--- config.mk ---
export PLATFORM = sky130hd
export DESIGN_NAME = seq_divider_flat
export DESIGN_NICKNAME = d
export VERILOG_FILES = /design/src/rtl/alu_pkg.sv /design/src/rtl/seq_divider_if.sv /design/src/rtl/div_sub_step.sv /design/src/rtl/seq_divider.sv /design/src/flat_wrapper.sv
export SDC_FILE = /design/constraint.sdc
export NUM_CORES = 1
export LEC_CHECK = 0
export CORE_MARGIN = 2
export CORE_UTILIZATION = 35
export DETAILED_ROUTE_END_ITERATION = 7
export HOLD_SLACK_MARGIN = 0.03
export SKIP_CTS_REPAIR_TIMING = 1
export SYNTH_ARGS = -nofsm -noshare
export SYNTH_HDL_FRONTEND = slang
export SYNTH_HIERARCHICAL = 1
export SYNTH_SLANG_ARGS = --single-unit
export TNS_END_PERCENT = 50
--- constraint.sdc ---
create_clock -name clk -period 5.8 [get_ports clk]
set_input_delay 0.58 -clock clk [delete_from_list [all_inputs] [get_ports clk]]
set_output_delay 0.58 -clock clk [all_outputs]
set_load 0.03 [all_outputs]
--- src/rtl/alu_pkg.sv ---
// Shared ToyALU definitions: divider FSM states, default width and
// two's-complement helpers shared by the datapath blocks.
package alu_pkg;

  typedef enum logic [1:0] {IDLE, CALC, DONE} div_state_t;

  localparam int DIV_WIDTH_DEFAULT = 32;
  // Helpers operate at this width; callers zero-extend and truncate back.
  localparam int DIV_MAX_WIDTH = 64;

  function automatic logic [DIV_MAX_WIDTH-1:0] twos_neg(input logic [DIV_MAX_WIDTH-1:0] x);
    return ~x + DIV_MAX_WIDTH'(1);
  endfunction

  // Conditional negate: yields |x| when neg flags a negative operand,
  // and applies the final sign fix to a magnitude result.
  function automatic logic [DIV_MAX_WIDTH-1:0] cond_neg(input logic [DIV_MAX_WIDTH-1:0] x,
                                                        input logic neg);
    return neg ? twos_neg(x) : x;
  endfunction

endpackage

--- src/rtl/seq_divider_if.sv ---
// Operand/result handshake bundle for seq_divider. Both channels are
// valid/ready: a transfer happens on a rising edge where valid and ready are high.
interface seq_divider_if #(parameter int WIDTH = alu_pkg::DIV_WIDTH_DEFAULT);
  logic             in_valid;
  logic             in_ready;
  logic [WIDTH-1:0] dividend;
  logic [WIDTH-1:0] divisor;
  logic             is_signed;
  logic             out_valid;
  logic             out_ready;
  logic [WIDTH-1:0] quotient;
  logic [WIDTH-1:0] remainder;
  logic             div_by_zero;

  modport master (
    output in_valid, dividend, divisor, is_signed, out_ready,
    input  in_ready, out_valid, quotient, remainder, div_by_zero
  );

  modport slave (
    input  in_valid, dividend, divisor, is_signed, out_ready,
    output in_ready, out_valid, quotient, remainder, div_by_zero
  );
endinterface

--- src/rtl/div_sub_step.sv ---
// One restoring-division step: trial subtraction of the zero-extended divisor
// from the partial remainder, done as a + ~b + 1 like the adder datapath.
module div_sub_step #(
  parameter int WIDTH = 32
) (
  input  logic [WIDTH:0]   partial,
  input  logic [WIDTH-1:0] divisor,
  output logic [WIDTH-1:0] trial,
  output logic             borrow
);

  logic [WIDTH+1:0] sum;

  assign sum   = {1'b0, partial} + {1'b0, ~{1'b0, divisor}} + (WIDTH+2)'(1);
  assign trial = sum[WIDTH-1:0];
  // The divisor's top bit is zero, so a negative difference always sets
  // sum[WIDTH]; the AND form is therefore identical to ~carry.
  assign borrow = sum[WIDTH] & ~sum[WIDTH+1];

endmodule

--- src/rtl/seq_divider.sv ---
// Multi-cycle restoring divider: one quotient bit per clock on magnitudes,
// sign fixed on the way out, results held until the consumer takes them.
module seq_divider
  import alu_pkg::*;
#(
  parameter int WIDTH = DIV_WIDTH_DEFAULT
) (
  input  logic       clk,
  input  logic       rst_n,
  seq_divider_if.slave bus,
  output div_state_t dbg_state
);

  localparam int CNT_W = $clog2(WIDTH) + 1;

  div_state_t       state;
  logic [CNT_W-1:0] cnt;
  logic [WIDTH-1:0] rem;
  logic [WIDTH-1:0] dvd;
  logic [WIDTH-1:0] quot;
  logic [WIDTH-1:0] dvsr;
  logic             q_neg;
  logic             r_neg;
  logic             in_ready_r;
  logic             out_valid_r;
  logic [WIDTH-1:0] quotient_r;
  logic [WIDTH-1:0] remainder_r;
  logic             dbz_r;

  logic             a_neg;
  logic             b_neg;
  logic [WIDTH-1:0] dvd_mag;
  logic [WIDTH-1:0] dvs_mag;
  logic [WIDTH:0]   partial;
  logic [WIDTH-1:0] trial;
  logic             borrow;
  logic [WIDTH-1:0] q_fix;
  logic [WIDTH-1:0] r_fix;

  assign a_neg   = bus.is_signed & bus.dividend[WIDTH-1];
  assign b_neg   = bus.is_signed & bus.divisor[WIDTH-1];
  // The most-negative value maps onto its own bit pattern, which is the
  // correct unsigned magnitude, so no extra bit is needed.
  assign dvd_mag = WIDTH'(cond_neg(DIV_MAX_WIDTH'(bus.dividend), a_neg));
  assign dvs_mag = WIDTH'(cond_neg(DIV_MAX_WIDTH'(bus.divisor), b_neg));
  assign q_fix   = WIDTH'(cond_neg(DIV_MAX_WIDTH'(quot), q_neg));
  assign r_fix   = WIDTH'(cond_neg(DIV_MAX_WIDTH'(rem), r_neg));
  assign partial = {rem, dvd[WIDTH-1]};

  div_sub_step #(.WIDTH(WIDTH)) u_step (
    .partial (partial),
    .divisor (dvsr),
    .trial   (trial),
    .borrow  (borrow)
  );

  always_ff @(posedge clk or negedge rst_n) begin
    if (!rst_n) begin
      state       <= IDLE;
      cnt         <= '0;
      rem         <= '0;
      dvd         <= '0;
      quot        <= '0;
      dvsr        <= '0;
      q_neg       <= 1'b0;
      r_neg       <= 1'b0;
      in_ready_r  <= 1'b1;
      out_valid_r <= 1'b0;
      quotient_r  <= '0;
      remainder_r <= '0;
      dbz_r       <= 1'b0;
    end else begin
      case (state)
        IDLE: begin
          if (bus.in_valid) begin
            in_ready_r <= 1'b0;
            dbz_r      <= 1'b0;
            cnt        <= '0;
            quot       <= '0;
            q_neg      <= a_neg ^ b_neg;
            r_neg      <= a_neg;
            dvd        <= dvd_mag;
            dvsr       <= dvs_mag;
            if (bus.divisor == '0) begin
              // Keep the raw dividend: it is the divide-by-zero remainder.
              rem   <= bus.dividend;
              state <= DONE;
            end else begin
              rem   <= '0;
              state <= CALC;
            end
          end
        end
        CALC: begin
          if (cnt == CNT_W'(WIDTH)) begin
            quotient_r  <= q_fix;
            remainder_r <= r_fix;
            out_valid_r <= 1'b1;
            state       <= DONE;
          end else begin
            rem  <= borrow ? partial[WIDTH-1:0] : trial;
            dvd  <= {dvd[WIDTH-2:0], 1'b0};
            quot <= {quot[WIDTH-2:0], ~borrow};
            cnt  <= cnt + CNT_W'(1);
          end
        end
        DONE: begin
          if (!out_valid_r) begin
            // Only reached straight from IDLE on a zero divisor.
            quotient_r  <= '1;
            remainder_r <= rem;
            dbz_r       <= 1'b1;
            out_valid_r <= 1'b1;
          end else if (bus.out_ready) begin
            out_valid_r <= 1'b0;
            in_ready_r  <= 1'b1;
            state       <= IDLE;
          end
        end
        default: state <= IDLE;
      endcase
    end
  end

  assign bus.in_ready    = in_ready_r;
  assign bus.out_valid   = out_valid_r;
  assign bus.quotient    = quotient_r;
  assign bus.remainder   = remainder_r;
  assign bus.div_by_zero = dbz_r;
  assign dbg_state       = state;

endmodule

--- src/flat_wrapper.sv ---
// flat-port wrapper written by rule: the top's interface ports become plain ports
module seq_divider_flat import alu_pkg::*;
#(
  parameter int WIDTH = DIV_WIDTH_DEFAULT
)
  (clk, rst_n, dbg_state, bus_in_valid, bus_dividend, bus_divisor, bus_is_signed, bus_out_ready, bus_in_ready, bus_out_valid, bus_quotient, bus_remainder, bus_div_by_zero);
  seq_divider_if #(.WIDTH(WIDTH)) bus_i ();
  input  logic clk;
  input  logic rst_n;
  output div_state_t dbg_state;
  input wire logic [$bits(bus_i.in_valid)-1:0] bus_in_valid;
  input wire logic [$bits(bus_i.dividend)-1:0] bus_dividend;
  input wire logic [$bits(bus_i.divisor)-1:0] bus_divisor;
  input wire logic [$bits(bus_i.is_signed)-1:0] bus_is_signed;
  input wire logic [$bits(bus_i.out_ready)-1:0] bus_out_ready;
  output wire logic [$bits(bus_i.in_ready)-1:0] bus_in_ready;
  output wire logic [$bits(bus_i.out_valid)-1:0] bus_out_valid;
  output wire logic [$bits(bus_i.quotient)-1:0] bus_quotient;
  output wire logic [$bits(bus_i.remainder)-1:0] bus_remainder;
  output wire logic [$bits(bus_i.div_by_zero)-1:0] bus_div_by_zero;
  assign bus_i.in_valid = bus_in_valid;
  assign bus_i.dividend = bus_dividend;
  assign bus_i.divisor = bus_divisor;
  assign bus_i.is_signed = bus_is_signed;
  assign bus_i.out_ready = bus_out_ready;
  assign bus_in_ready = bus_i.in_ready;
  assign bus_out_valid = bus_i.out_valid;
  assign bus_quotient = bus_i.quotient;
  assign bus_remainder = bus_i.remainder;
  assign bus_div_by_zero = bus_i.div_by_zero;
  seq_divider #(.WIDTH(WIDTH)) u_core (.clk(clk), .rst_n(rst_n), .bus(bus_i), .dbg_state(dbg_state));
endmodule
==> results.py, run 1 <==
metrics = {
    "status": {
        "outcome": "finished clean",
    },
    "timing": {
        "fin_crit_ns": 4.22,
        "whs_ns": 0.156,
        "rsz0062_at_grt": "no",
        "setup-violations-final": 0,
        "tightestPinTransition_ns": 1.26,
        "max_clock_freq_ghz": 0.237,
        "clock-skew-final_ns": 0.0261,
        "drv_slew": 0,
        "relSlewSlack_pct": 16.3,
        "final_hold_viol_count": 0,
        "fin_setup_tns_ns": 0,
        "fin_crit_sh_pct": 72.7,
    },
    "floorplan": {
        "io_pins": 138,
        "initial_core_util_pct": 35.6,
        "coreArea_sq_mm": 0.0377,
        "die_area_sq_mm": 0.0399,
        "die_width_microns": 200,
        "rows": 71,
        "chipHeight_microns": 200,
    },
    "layout": {
        "ff_latch_area_sq_mm": 0.00513,
        "layout-drive-gt1-share_pct": 5.98,
        "fill_cells": 3802,
        "fin_cells": 2218,
        "layout_common_cells": "204 x dfrtp_1, 179 x nand2_1, 159 x nor2_1, 149 x a21oi_1, 138 x o21ai_0",
        "multi_input_area_sq_mm": 0.00766,
        "syn_to_final_growth_pct": 19.8,
        "utilization_pct": 42.6,
        "final_nets": 1797,
        "diodes": 0,
        "final_common_cell": "dfrtp_1",
    },
    "setup_path": {
        "timing.critical_path.mode_cell": "a22o_1",
        "worst-setup-path-type": "flip-flop to flip-flop",
        "critical_path.max_stage_delay_ns": 0.53,
        "crit_fanout": 15,
        "required_ns": 6.23,
        "cp-start-kind": "flip-flop",
        "cp-end-kind": "flip-flop",
        "critPathArrivalTime_ns": 4.65,
        "cp_cell_sequence": "ha_1, nor2b_1, o31ai_1, a21oi_1, a211oi_1, o22a_1, nor2_1, a31oi_1, o31a_2, mux2_2, a22o_1, a22o_1, a31o_2",
        "cpMaxStageDelayCell": "a211oi_1",
    },
    "yosys": {
        "yosysSeqAreaShare_pct": 38.3,
        "synth_area_leaders": "dfrtp_1 38%, a21oi_1 5.6%, o21ai_0 5.2%",
        "synth_top_flop_cell": "dfrtp_1",
        "yosysTopAreaCell": "dfrtp_1",
        "ys_types": 81,
        "syn_area_sq_mm": 0.0134,
        "synth_edf_count": 0,
        "synth_fp_nets": 1722,
        "synth_top_area_share_pct": 38.1,
        "netlist_instances": 1614,
        "syn_area_per_cell_sq_um": 8.30,
        "synth.ff_latch_count": 205,
        "yosys_warnings": 6,
        "async_flop_share_pct": 100,
    },
    "global_routing": {
        "overflow": 0,
        "grtUsageTotal_pct": 20.2,
        "grt_pass1_vias": 11200,
        "antenna_found_initial": 0,
        "grt_max_degree": 98,
        "grt_pass1_wl_microns": 63700,
    },
    "route": {
        "dr_total_vias": 12100,
        "ant_nets": 0,
        "wire_per_inst_microns": 18.3,
        "viasPerCell": 5.46,
        "drc_errors": 0,
        "drt_first_pass_iters": 5,
        "drt_iter0_drc": 850,
        "drt-total-wl_microns": 40700,
    },
    "clock_network": {
        "cts_tree": "built",
        "clock_latency_ns": 0.54,
        "cts_htree_levels": 1,
        "clock_path_buffers": 3,
        "numCtsBuffers": 24,
        "cts_sinks": 205,
        "cts_root_buf": "clkbuf_16",
        "clk_pin_slew_worst_paths_ns": 0.06,
    },
    "power_and_ir_drop": {
        "power_leakage_uw": 0.00683,
        "peakVddDrop_mv": 0.272,
        "powerDensity_mw_per_mm2": 659,
    },
    "place": {
        "dpl.hpwl_microns": 29600,
        "port_buffers": 137,
        "post-place-cells": 2174,
        "gp_congestion": 0.911,
    },
    "worst_hold_path": {
        "hold_path.class": "input port to async pin",
    },
    "flow_run": {
        "drv_cap": 0,
    },
}
worst paths after layout:
check / slack, ns / from / to / depth (start not counted)
worst max-delay path: 1.58 / u_core/rem[1] / u_core/rem[0] / 13
worst min-delay path: 0.16 / rst_n / u_core/bus.div_by_zero / 1
worst max register to register: 1.58 / u_core/rem[1] / u_core/rem[0] / 13
worst min register to register: 0.47 / u_core/bus.in_ready / u_core/bus.in_ready / 2
max in group asynchronous: 4.35 / rst_n / u_core/dvd[21] / 2
min in group clk: 0.47 / u_core/bus.in_ready / u_core/bus.in_ready / 2
worst max-delay path: cells and delay by family, from the launching register on:
kind / cells / cell delay, ns
and+or+nand+nor: 2 / 0.23
AOI/OAI and AO/OA: 9 / 2.67
DFF: 1 / 0.43
adders and majority gates: 1 / 0.37
muxes: 1 / 0.40
cell families after synthesis:
kind of cell | Yosys count | share of synthesized area, %
XOR/XNOR | 138 | 9.02
flip-flops | 205 | 38.3
AND/OR/NAND/NOR | 584 | 21.0
adder cells (fa/ha/maj) | 39 | 3.70
multiplexers | 38 | 2.85
AO/OA/AOI/OAI | 446 | 20.2
buffers and inverters | 164 | 4.87
power breakdown:
group / total (uW) / internal, uW / switching [uW]
Sequential: 2800 / 2080 / 712
Clock: 1710 / 1060 / 651
Combinational: 6080 / 2520 / 3550
Total: 10600 / 5660 / 4920
routing by layer:
| metal | global-route usage (%) | part of all wire [%] | up-vias |
|---|---|---|---|
| met5 | 0 | 0 | - |
| met4 | 5.16 | 2.0 | 0 |
| met3 | 2.85 | 5.8 | 44 |
| met2 | 30.5 | 44 | 377 |
| met1 | 30.1 | 48 | 5805 |
| li1 | - | - | 5877 |
cell usage after synthesis, drive strengths merged, types with 21 or more instances:
cell and instances:
xnor2 60, nor2 161, inv 61, nor3 50, ha 38, mux2i 37, nand3 61, a21oi 150
xor2 78, o41ai 24, o31ai 25, dfrtp 204, nor4 21, buf 25, or3 22, nand2 180
clkbuf 78, o21ai 143
state kept, by name, summed over array words and instances, names as in the netlist, 2 cells and up:
signal / cells
u_core/bus.quotient: 32
u_core/bus.remainder: 32
u_core/dvd: 32
u_core/dvsr: 32
u_core/quot: 32
u_core/rem: 32
u_core/cnt: 6
u_core/dbg_state: 2
area by class of cell:
type / count / area share [%]
multi-input cells: 1245 / 47.7
flip-flops and latches: 205 / 32.0
repair buffers: 152 / 9.34
well taps: 511 / 3.98
clock buffers: 25 / 3.90
clock inverters: 19 / 1.64
inverters: 61 / 1.43
per-stage QoR:
| stage | worst slack (ns) | power, uW | cell area [sq um] |
|---|---|---|---|
| floorplan | 2.29 | 7120 | 13400 |
| global placement | 1.84 | 8710 | 15200 |
| detailed placement | 1.70 | 8810 | 15200 |
| CTS | 1.66 | 10600 | 16100 |
| global route | 1.36 | 11500 | 16100 |
| finish | 1.58 | 10600 | 16100 |
Power figures use the tool's default switching activity.
==> run 2, diff against run 1 <==
==> constraint.sdc (replaced) <==
create_clock -name clk -period 4.2 [get_ports clk]
set_input_delay 0.42 -clock clk [delete_from_list [all_inputs] [get_ports clk]]
set_output_delay 0.42 -clock clk [all_outputs]
set_load 0.03 [all_outputs]
==> run 2 against run 1 <==
Effect of this change: fmax rose by 11%; via count rose by 1.7%; sequential cell count unchanged; combinational power up 41%; highest routed layer unchanged.
==> results.py, run 2 (synthesis gave the netlist of run 1 again) <==
metrics = {
    "flow_run": {
        "drv_cap": 0,
    },
    "timing": {
        "fin_ws_ns": 0.398,
        "fin_crit_sh_pct": 90.5,
        "tightestPinTransition_ns": 1.20,
        "fin_crit_ns": 3.80,
        "final_hold_viol_count": 0,
        "relSlewSlack_pct": 19.8,
        "rsz0062_at_grt": "no",
        "setup-violations-final": 0,
        "drv_slew": 0,
        "clock-skew-final_ns": 0.0161,
        "fin_setup_tns_ns": 0,
        "max_clock_freq_ghz": 0.263,
    },
    "layout": {
        "fill_cells": 3797,
        "syn_to_final_growth_pct": 19.8,
        "layout_common_cells": "204 x dfrtp_1, 179 x nand2_1, 159 x nor2_1, 149 x a21oi_1, 138 x o21ai_0",
        "final_nets": 1814,
        "final_common_cell": "dfrtp_1",
        "layout-drive-gt1-share_pct": 6.44,
        "fin_cells": 2235,
        "final_area_sq_mm": 0.0161,
    },
    "setup_path": {
        "reg2reg_to": "u_core/rem[25]",
        "cp_cell_sequence": "ha_1, nor2b_1, o31ai_1, a21oi_1, a211oi_1, o22a_1, nor2_1, a31oi_1, o31a_2, buf_4, mux2i_1, o21ai_0, a21oi_1, nor2_1",
        "cpMaxStageDelayCell": "a211oi_1",
        "cp-start-kind": "flip-flop",
        "critical_path.max_stage_delay_ns": 0.49,
        "r2r_cells": 14,
        "worstSetupStartpoint": "u_core/rem[1]",
        "worst-setup-path-type": "flip-flop to flip-flop",
        "r2r_start": "u_core/rem[1]",
        "required_ns": 4.62,
        "ff2ff_setup_slack_ns": 0.40,
        "crit_end": "u_core/rem[25]",
        "crit_fanout": 22,
        "cp-end-kind": "flip-flop",
        "critPathArrivalTime_ns": 4.23,
    },
    "floorplan": {
        "io_pins": 138,
        "die_width_microns": 200,
        "coreArea_sq_mm": 0.0377,
        "die_area_sq_mm": 0.0399,
        "chipHeight_microns": 200,
        "initial_core_util_pct": 35.6,
        "rows": 71,
    },
    "route": {
        "drt_iter0_drc": 935,
        "dr_total_vias": 12300,
        "ant_nets": 0,
        "viasPerCell": 5.51,
        "drt_first_pass_iters": 7,
        "drt-total-wl_microns": 41700,
        "wire_per_inst_microns": 18.6,
        "drc_errors": 0,
    },
    "global_routing": {
        "grt_max_degree": 111,
        "antenna_found_initial": 0,
        "overflow": 0,
        "grtUsageTotal_pct": 20.7,
        "grt_pass1_vias": 11600,
        "grt_pass1_wl_microns": 65100,
    },
    "clock_network": {
        "clock_path_buffers": 3,
        "clock_latency_ns": 0.55,
        "clk_pin_slew_worst_paths_ns": 0.06,
        "cts_sinks": 205,
        "cts_htree_levels": 1,
        "numCtsBuffers": 25,
        "cts_tree": "built",
        "cts_root_buf": "clkbuf_16",
    },
    "place": {
        "placed_cell_area_sq_mm": 0.0153,
        "port_buffers": 137,
        "dpl.hpwl_microns": 30600,
        "post-place-ws_ns": 0.443,
        "gp_congestion": 0.926,
        "post-place-cells": 2190,
    },
    "worst_hold_path": {
        "hold_path.class": "input port to async pin",
    },
    "power_and_ir_drop": {
        "power_leakage_uw": 0.00685,
        "peakVddDrop_mv": 0.332,
        "powerDensity_mw_per_mm2": 899,
    },
    "status": {
        "outcome": "finished clean",
    },
}
-- run 2: cell types whose count changed in the layout (fill, tap and decap cells not counted), moves of 4 or more --
cell / delta
bufinv_16: -5
clkbuf_1: +7
buf_4: +17
clkbuf_8: +4
-- run 2: per-stage QoR --
stage,total power [uW],util [%],hold WS [ns]
floorplan,9830,-,0.124
CTS,14400,42.6,0.0586
detailed placement,12300,40.5,0.461
global route,15700,42.6,0.0931
global placement,12100,40.5,0.454
finish,14400,42.6,0.0196
-- run 2: worst min path at each step --
| stage | start | to | cells after the start |
|---|---|---|---|
| after floorplan | rst_n | u_core/bus.div_by_zero | 0 |
| after CTS | rst_n | u_core/bus.div_by_zero | 1 |
| final | rst_n | u_core/bus.div_by_zero | 1 |
| after global placement | u_core/dvd[5] | u_core/dvd[5] | 2 |
| after detailed placement | u_core/dvd[7] | u_core/dvd[7] | 2 |
| after global routing | rst_n | u_core/bus.div_by_zero | 1 |
-- run 2: worst max-delay path, delay by kind of cell (launching register included) --
kind                     cells  cell delay [ns]
AND/OR/NAND/NOR              3             0.29
multiplexers                 1             0.24
AO/OA/AOI/OAI                8             1.95
adder cells (fa/ha/maj)      1             0.38
flip-flops                   1             0.44
buffers and inverters        1             0.37
-- run 2: layout make-up --
| cell class | instances | area, sq um | share of cell area (%) |
|---|---|---|---|
| Multi-Input combinational cell | 1245 | 7660 | 47.8 |
| Sequential cell | 205 | 5130 | 32.0 |
| Timing Repair Buffer | 168 | 1610 | 10.0 |
| Clock buffer | 36 | 707 | 4.40 |
| Tap cell | 511 | 639 | 3.98 |
| Inverter | 61 | 229 | 1.43 |
| Clock inverter | 8 | 68.8 | 0.429 |
| Antenna cell | 1 | 2.50 | 0.0156 |
-- run 2: routing by layer --
layer | part of all wire, % | global-route usage, %
met2 | 44 | 31.3
met4 | 2.7 | 6.31
met3 | 5.9 | 3.44
met5 | 0 | 0
met1 | 48 | 30.3
-- run 2: power by group --
group	switching, uW	internal (uW)	total (uW)
clock	870	1220	2090
combinational	5010	3540	8550
sequential	908	2880	3790
==> run 3, diff against run 2 <==
--- a/config.mk
+++ b/config.mk
@@ -5,10 +5,13 @@
 export SDC_FILE = /design/constraint.sdc
 export NUM_CORES = 1
 export LEC_CHECK = 0
+export CELL_PAD_IN_SITES_DETAIL_PLACEMENT = 1
+export CELL_PAD_IN_SITES_GLOBAL_PLACEMENT = 2
 export CORE_MARGIN = 2
 export CORE_UTILIZATION = 35
 export DETAILED_ROUTE_END_ITERATION = 7
-export HOLD_SLACK_MARGIN = 0.03
+export HOLD_SLACK_MARGIN = 0.1
+export PLACE_DENSITY_LB_ADDON = 0.1
 export SKIP_CTS_REPAIR_TIMING = 1
 export SYNTH_ARGS = -nofsm -noshare
 export SYNTH_HDL_FRONTEND = slang
==> run 3 against run 2 <==
Effect of this change: worst hold slack gained 0.45 ns; register-to-register slack gained 0.08 ns; sequential power is 2% lower; clock skew down 0.0051 ns; critical path type unchanged; largest cell class unchanged; largest power group unchanged.
==> results.py, run 3 (synthesis gave the netlist of run 1 again) <==
metrics = {
    "layout": {
        "layout-drive-gt1-share_pct": 7.46,
        "final_area_sq_mm": 0.0163,
        "fin_cells": 2253,
        "diodes": 0,
        "utilization_pct": 43.2,
        "final_common_cell": "dfrtp_1",
        "final_nets": 1831,
        "syn_to_final_growth_pct": 21.3,
        "layout_common_cells": "204 x dfrtp_1, 179 x nand2_1, 159 x nor2_1, 149 x a21oi_1, 138 x o21ai_0",
    },
    "power_and_ir_drop": {
        "power_uw": 14900,
        "p_seq_share_pct": 25.0,
        "power_leakage_uw": 0.00695,
        "intPower_uw": 7800,
        "peakVddDrop_mv": 0.338,
        "p_sw_share_pct": 47.5,
        "switchingPower_uw": 7060,
        "powerDensity_mw_per_mm2": 914,
        "pwr-share-comb_pct": 60.4,
        "power.share.clock_pct": 14.6,
    },
    "setup_path": {
        "critPathTopFamily": "compound AO/OA/AOI/OAI gates",
        "crit_fanout": 7,
        "cp.depth": 14,
        "r2r_start": "u_core/rem[0]",
        "r2r_cells": 14,
        "required_ns": 4.63,
        "cp-start-kind": "flip-flop",
        "crit_end": "u_core/rem[0]",
        "cp_cell_sequence": "inv_1, fa_1, nor2b_1, o31ai_1, a21oi_1, a211oi_2, o22a_1, nor2_1, a31oi_1, o31a_2, mux2_2, a22o_1, a22o_1, a31o_2",
        "worstSetupStartpoint": "u_core/rem[0]",
        "critical_path.max_stage_delay_ns": 0.50,
        "critPathBufInv": 1,
        "cp-end-kind": "flip-flop",
        "critPathArrivalTime_ns": 4.15,
        "reg2reg_to": "u_core/rem[0]",
        "cpMaxStageDelayCell": "dfrtp_1",
        "ff2ff_setup_slack_ns": 0.48,
        "timing.critical_path.mode_cell": "a22o_1",
        "worst-setup-path-type": "flip-flop to flip-flop",
    },
    "global_routing": {
        "grt_max_degree": 77,
        "overflow": 0,
        "grt_pass1_vias": 12500,
        "grt_pass1_wl_microns": 72300,
        "grtUsageTotal_pct": 23.2,
        "antenna_found_initial": 1,
    },
    "place": {
        "port_buffers": 137,
        "post-place-cells": 2206,
        "placed_cell_area_sq_mm": 0.0154,
        "dpl.hpwl_microns": 34400,
        "gp_congestion": 0.876,
    },
    "timing": {
        "rsz0062_at_grt": "no",
        "fin_crit_ns": 3.72,
        "drv_slew": 0,
        "tightestPinTransition_ns": 1.16,
        "relSlewSlack_pct": 22.6,
        "fin_crit_sh_pct": 88.6,
        "clock-skew-final_ns": 0.0110,
        "fin_setup_tns_ns": 0,
        "setup-violations-final": 0,
        "final_hold_viol_count": 0,
        "max_clock_freq_ghz": 0.269,
    },
    "route": {
        "drc_errors": 0,
        "drt-total-wl_microns": 45900,
        "drt_iter0_drc": 680,
        "dr_total_vias": 12400,
        "ant_nets": 0,
        "drt_first_pass_iters": 5,
        "viasPerCell": 5.52,
        "wire_per_inst_microns": 20.4,
    },
    "floorplan": {
        "initial_core_util_pct": 35.6,
        "die_area_sq_mm": 0.0399,
        "die_width_microns": 200,
        "coreArea_sq_mm": 0.0377,
        "rows": 71,
        "chipHeight_microns": 200,
        "io_pins": 138,
    },
    "clock_network": {
        "cts_tree": "built",
        "clock_path_buffers": 3,
        "cts_htree_levels": 1,
        "numCtsBuffers": 25,
        "cts_sinks": 205,
        "clock_latency_ns": 0.54,
        "cts_root_buf": "clkbuf_16",
        "clk_pin_slew_worst_paths_ns": 0.06,
    },
    "status": {
        "outcome": "finished clean",
    },
    "worst_hold_path": {
        "hold_path.class": "flip-flop to flip-flop",
    },
    "flow_run": {
        "drv_cap": 0,
    },
}
[run 3: metal layers]
metal / vias up / routed length, microns / track usage (%)
li1: 5936 / - / -
met1: 6176 / 22800 / 34.8
met2: 276 / 20100 / 36.1
met3: 49 / 1970 / 1.97
met4: 0 / 977 / 5.40
met5: - / 0 / 0
[run 3: through the flow]
step | worst slack [ns] | hold slack [ns]
finish | 0.479 | 0.471
global route | 0.221 | 0.513
CTS | 0.355 | -0.0526
detailed placement | 0.370 | 0.455
global placement | 0.473 | 0.458
floorplan | 0.695 | 0.124
[run 3: cell type report]
| type | count | area [sq um] |
|---|---|---|
| clock inverter | 8 | 78.8 |
| sequential | 205 | 5130 |
| tap | 511 | 639 |
| clock buffer | 38 | 734 |
| multi-input combinational | 1245 | 7670 |
| timing repair buffer | 185 | 1780 |
| fill | 4530 | 21400 |
| inverter | 61 | 229 |
[run 3: worst min-delay path by stage]
stage                             startpoint                  endpoint  slack [ns]  cells after the start
floorplan                              rst_n    u_core/bus.div_by_zero        0.12                      0
global placement         u_core/bus.in_ready       u_core/bus.in_ready        0.46                      2
global route        u_core/bus.remainder[20]  u_core/bus.remainder[20]        0.51                      2
detailed placement       u_core/bus.in_ready       u_core/bus.in_ready        0.45                      2
finish                   u_core/bus.in_ready       u_core/bus.in_ready        0.47                      2
CTS                                    rst_n  u_core/bus.remainder[11]       -0.05                      1
[run 3: power groups by stage]
stage               Combinational [uW]  Sequential [uW]  Clock, uW
floorplan                         5860             3960          0
global placement                  8740             3700          0
detailed placement                8920             3740          0
CTS                               8970             3710       2220
global route                     10000             3840       2300
finish                            8980             3710       2170
[run 3: worst min-delay path, delay by kind of cell, from the launching register on]
family	cells	cell delay (ns)
AND/OR/NAND/NOR	2	0.09
flip-flops	1	0.37
